**config.mk**
```make
export PLATFORM = sky130hd
export DESIGN_NAME = shift_add_multiplier
export DESIGN_NICKNAME = d
export VERILOG_FILES = /design/src/rtl/shift_add_multiplier.sv
export SDC_FILE = /design/constraint.sdc
export NUM_CORES = 1
export LEC_CHECK = 0
export CAP_MARGIN = 5
export CORE_ASPECT_RATIO = 1.2
export CORE_MARGIN = 1
export CORE_UTILIZATION = 51
export CTS_CLUSTER_DIAMETER = 50
export CTS_CLUSTER_SIZE = 10
export DETAILED_ROUTE_END_ITERATION = 10
export PLACE_DENSITY = 0.79
export SYNTH_ARGS = -nofsm -noshare
export SYNTH_HDL_FRONTEND = slang
export SYNTH_SLANG_ARGS = --single-unit
```
**constraint.sdc**
```tcl
create_clock -name clk -period 2.41 [get_ports clk]
set_input_delay 0.3615 -clock clk [delete_from_list [all_inputs] [get_ports clk]]
set_output_delay 0.3615 -clock clk [all_outputs]
set_load 0.01 [all_outputs]
```
**src/rtl/shift_add_multiplier.sv**
```systemverilog
// shift_add_multiplier: sequential shift-and-add multiplier.
// Loads two DATAWIDTH-bit operands on an active-low start request, adds one
// partial product per clock for DATAWIDTH clocks, then presents the
// 2*DATAWIDTH-bit product together with a one-cycle done pulse and an
// active-low write strobe for the downstream result register.
// Optional build macro MULT_SIGNED_EN: operands are treated as two's complement.
// Their magnitudes are multiplied, and the sign is applied on completion.
module shift_add_multiplier #(
    parameter int DATAWIDTH = 8
) (
    input  logic                     clk,
    input  logic                     lowRst,
    input  logic                     lowStart,
    input  logic [DATAWIDTH-1:0]     A,
    input  logic [DATAWIDTH-1:0]     B,
    output logic [2*DATAWIDTH-1:0]   Product,
    output logic                     busy,
    output logic                     done,
    output logic                     lowWrOut
);

    localparam int PW = 2 * DATAWIDTH;
    localparam int CW = $clog2(DATAWIDTH + 1);

    typedef enum logic [1:0] {
        IDLE = 2'd0,
        CALC = 2'd1,
        DONE = 2'd2
    } state_t;

    state_t          state;
    logic [PW-1:0]   mcand;
    logic [PW-1:0]   acc;
    logic [DATAWIDTH-1:0] mlr;
    logic [CW-1:0]   cnt;
    logic            neg;
    logic [PW-1:0]   acc_sum;

`ifdef MULT_SIGNED_EN
    // Unsigned magnitude of a two's complement word; the most negative value
    // maps onto 2^(DATAWIDTH-1), which still fits in DATAWIDTH unsigned bits.
    function automatic logic [DATAWIDTH-1:0] magnitude(input logic [DATAWIDTH-1:0] x);
        return x[DATAWIDTH-1] ? (DATAWIDTH'(0) - x) : x;
    endfunction
`endif

    // Applies the result sign; negating zero yields zero, so there is no -0.
    function automatic logic [PW-1:0] apply_sign(input logic [PW-1:0] v, input logic n);
        return n ? (PW'(0) - v) : v;
    endfunction

    // Accumulator value after the current partial-product step.
    assign acc_sum = mlr[0] ? (acc + mcand) : acc;

    // Control FSM and datapath; all outputs are registered.
    always_ff @(posedge clk or negedge lowRst) begin
        if (!lowRst) begin
            state    <= IDLE;
            mcand    <= '0;
            acc      <= '0;
            mlr      <= '0;
            cnt      <= '0;
            neg      <= 1'b0;
            Product  <= '0;
            busy     <= 1'b0;
            done     <= 1'b0;
            lowWrOut <= 1'b1;
        end else begin
            done     <= 1'b0;
            lowWrOut <= 1'b1;
            case (state)
                IDLE: begin
                    if (!lowStart) begin
`ifdef MULT_SIGNED_EN
                        mcand <= PW'(magnitude(A));
                        mlr   <= magnitude(B);
                        neg   <= A[DATAWIDTH-1] ^ B[DATAWIDTH-1];
`else
                        mcand <= PW'(A);
                        mlr   <= B;
                        neg   <= 1'b0;
`endif
                        acc   <= '0;
                        cnt   <= CW'(DATAWIDTH);
                        busy  <= 1'b1;
                        state <= CALC;
                    end
                end
                CALC: begin
                    acc   <= acc_sum;
                    mcand <= mcand << 1;
                    mlr   <= mlr >> 1;
                    cnt   <= cnt - 1'b1;
                    if (cnt == CW'(1)) begin
                        Product  <= apply_sign(acc_sum, neg);
                        busy     <= 1'b0;
                        done     <= 1'b1;
                        lowWrOut <= 1'b0;
                        state    <= DONE;
                    end
                end
                DONE: begin
                    state <= IDLE;
                end
                default: begin
                    state <= IDLE;
                end
            endcase
        end
    end

endmodule

```
== Word level (Yosys, flattened, before mapping) ==
Index checks and enable logic that the tools add are counted.
Operators by class
  reduce and logical (&&, ||, !) cells: 6
  equal/unequal tests: 4
  add/sub/neg operators: 2
  muxes and demuxes: 19
Operator list (count)
  case mux 16 bit (2 select lines): 2
  two-way mux 16 bit: 3
  adder 16 bit: 1
  case mux 8 bit (2 select lines): 1
  two-way mux 8 bit: 1
  case mux 4 bit (2 select lines): 1
  two-way mux 1 bit: 6
  AND reduction 2 bit: 3
  == test 4 x 1 -> 1 bit (second input constant): 1
  two-way mux 2 bit: 2
  two-way mux 4 bit: 1
  inequality test 2 bit (second input constant): 2
  case mux 2 bit (2 select lines): 1
  subtractor 4 x 1 -> 4 bit (second input constant): 1
  AND reduction 3 bit: 1
  == test 2 x 1 -> 1 bit (second input constant): 1
  zero test 2 bit: 1
  case mux 1 bit (2 select lines): 1
  nonzero test 2 bit: 1
Word-level totals
  bits in registers: 65
  word-level logic and storage cells: 40

== Longest topological paths before layout ==
  depth in word-level cells: 3
  mapped depth: 9

== Worst setup path after synthesis ==
Ideal clock, no wire load.
  kind: reg2reg
  start point: register mcand[0]
  end point: register Product[14]
  path buffers: 0
  arrival time: 2.191 ns
  setup slack: 0.097 ns
  stages on the path, launching flop included: 10
  library setup time: 0.122 ns
  path through: dfrtp_1 -> ha_1 -> fa_1 -> a21oi_1 -> o211ai_1 -> o2111ai_1 -> o21ai_1 -> a311oi_2 -> mux2i_1 -> nand2_1
On the way
  cells in the longest elaborated chain, start to end: 2
Ends and longest elaborated chain
  start, declared: line 32  | logic [PW-1:0] mcand;
  start signal, assigned: line 79  | mcand <= PW'(A);
  start signal, assigned: line 91  | mcand <= mcand << 1;
  adder 16 bit: line 53  | assign acc_sum = mlr[0] ? (acc + mcand) : acc;
  two-way mux 16 bit: line 53
  end signal, assigned: line 95  | Product <= apply_sign(acc_sum, neg);
  end, declared: line 16  | output logic [2*DATAWIDTH-1:0] Product,
Every way passes these cells.
A chain may end at the register's enable or synchronous reset.

== Final worst setup path ==
  start point: register mcand[0]
  end point: register acc[15]
On the way
  cells in the longest elaborated chain, start to end: 3
Ends and longest elaborated chain
  adder 16 bit: line 53
  two-way mux 16 bit: line 53
  case mux 16 bit (2 select lines): line 71  | case (state)
  end signal, assigned: line 90  | acc <= acc_sum;
  end, declared: line 33  | logic [PW-1:0] acc;
Every way passes these cells.

==> metrics <==
placed cells roughly 460; Detailed Place HPWL ~5.3 mm; Avg WL per Cell 15.5 µm; clk root buf clkbuf_8; register area share after synthesis a little under half; first-pass GRT wire length about 13 mm; Final #Nets around 430; Int Pwr about 3.7 mW; ANT cells 0; CP endpoint kind register; Max VDD drop ~0.96 mV; Routed WL around 7.4 mm; vias per cell about 5.6; Hold/Removal Path Class input port to async pin; CTS Buf Count 9; Clk pwr share between 10% and 20%; fin util around two thirds; initial antenna violation count 0; Max Clock Freq ~430 MHz; final setup fails 0; CTS Buffer Depth 2; Post-Place Worst Slack about 0.011 ns; syn nets 379; Sw Ratio approximately two fifths; DIE AREA 0.00708 mm²; Leak approximately 2 nW; Cell variety after synth 45; Relative slew margins 54.0%; die extent in y between 90 and 100 µm; RSZ-0062 raised after global routing true; Post-CTS Setup Inserts 0; sequential share of power a little under a third; Area growth, synth to finish 23.9%; Gate Count Post-Synth about 340; global-route usage over all layers between 20% and 30%; vias in the first global route roughly 2,700; Iter 0 DRT Violations 195; Worst Tran Pin Value around 0.69 ns; Tcrit/Tclk final 97.5%; Post-synth ARST share 100%; Post-synth top flop dfrtp_1; combinational share of power 50.5%; Skew-Pair Late Insertion Delay around 0.35 ns; delay of the slowest critical-path stage 0.41 ns; largest net degree at the start of global routing 36; detailed-route via count around 2,700; largest fanout on the critical path 3; Critical Path Source Type register; I/O pin cnt 38; NetSw approximately 2.5 mW; Final Max Tran Viols 0; most frequent cells after synthesis 64 x dfrtp_1, 49 x nand2_1, 39 x o21ai_0; layout cells sized above 1 approximately an eighth; WP data required 2.65 ns; Clock Sinks 65; Max-Cap Viols 0; I/O Buffers 37; Mapped Area roughly 0.0034 mm²; worst setup margin 0.0602 ns; Placement Rows 32; top-count cell post-synth dfrtp_1; final hold slack 0.0461 ns; CTS H-Tree Depth 3; endpoints failing hold 0; leading area contributor after synthesis dfrtp_1; first drt pass iteration count 4; GRT Residual Overflow 0; ANT nets after route 0; starting density of the core a little over half; CTS tree built; number of synthesized register bits 65; Synth area leaders dfrtp_1 47%, mux2i_1 7.0%, ha_1 6.2%; CP max-delay cell dfrtp_1; CP top delay family compound AO/OA/AOI/OAI gates; Die Wd 77.0 µm; crit path cell chain ha_1, buf_4, a211oi_4, o211ai_2, and4bb_4, o31ai_4, mux2i_2, o21bai_1, a22o_1; RD Place Congestion around 0.89; drc violations 0; top cell type's share of synthesized area 46.6%; PwrDens between 1000 and 1500 mW/mm²; min Tclk post-route ~2.3 ns; critical path arrival 2.59 ns; synthesized area per cell between 10 and 15 µm²; clock skew between 0.01 and 0.015 ns; Buf/Inv on CP 1; status complete, no violations; clock slew at reported path FFs approximately 0.080 ns; fin cells 479; synthesis warning total 0; Setup CP Type register to register; Core ar. about 0.0065 mm²; Pwr Total 6.22 mW; EDFF count, synth 0
==> per-stage QoR <==
step	instance area [µm²]	setup TNS, ns
2_1_floorplan	3440	0
3_3_place_gp	3980	0
3_5_place_dp	3980	0
4_1_cts	4220	0
5_1_grt	4260	-0.0446
6_report	4260	0
==> layout by cell type, fill, tap and decap left out, drive strengths merged, types with 2 or more instances in the layout <==
cell	count
clkdlybuf4s50	36
and3	4
bufinv	3
o211ai	3
clkinvlp	2
clkinv	2
nor2b	2
buf	17
dfrtp	64
ha	17
nand2	49
nor2	14
nor3b	4
a211oi	3
and2	3
o21ai	46
a21o	7
nand2b	4
a21oi	18
a22o	20
o21bai	4
xnor2	10
mux2i	25
inv	9
clkbuf	9
xor2	4
==> final timing paths <==
kind / depth (start not counted) / slack (ns) / startpoint / end
worst min-delay path: 1 / 0.05 / lowRst / mlr[1]
worst min register to register: 1 / 0.48 / Product[13] / Product[13]
worst max-delay path: 9 / 0.06 / mcand[0] / acc[15]
min in group clk: 1 / 0.48 / Product[13] / Product[13]
worst max register to register: 9 / 0.06 / mcand[0] / acc[15]
max in group asynchronous: 2 / 1.74 / lowRst / done
==> sequential cells by signal, indices dropped and copies added, names as in the netlist <==
name	flops
Product	16
acc	16
mcand	16
mlr	8
cnt	4
state	2
busy	1
done	1
lowWrOut	1
==> routing by layer <==
metal	global-route usage, %	part of all wire [%]
met4	8.81	1.7
met1	30.4	46
met3	4.78	1.9
met2	39.9	51
met5	0	0
==> cell families (layout without fill, tap and decap cells) <==
family / count (synthesis) / count (layout) / synth area share [%]
DFF: 65 / 65 / 47.3
muxes: 25 / 25 / 7.38
AOI/OAI and AO/OA: 110 / 110 / 20.9
buffers and inverters: 26 / 78 / 2.91
and+or+nand+nor: 84 / 84 / 11.2
xor gates and xnor gates: 14 / 14 / 3.56
adders and majority gates: 18 / 18 / 6.77
==> power groups by stage <==
stage	Sequential [mW]	Clock [mW]	Combinational, mW
after floorplan	1.89	0	2.14
after global placement	1.93	0	2.96
after detailed placement	1.95	0	3.07
after CTS	1.94	1.15	3.10
after global routing	2.00	1.20	3.49
final	1.95	1.13	3.14
==> area by class of cell <==
cell class,instances,area [µm²]
timing repair buffer,53,498
clock buffer,9,124
fill,570,2220
tap,85,106
sequential,65,1630
multi-input combinational,251,1750
clock inverter,7,119
inverter,9,33.8
==> what timing repair did <==
action,CTS,global route
setup endpoints to repair,1,8
pin swaps,1,3
hold buffers,0,0
gates resized for setup,0,6
No activity file was read; power rests on OpenSTA's default activity.
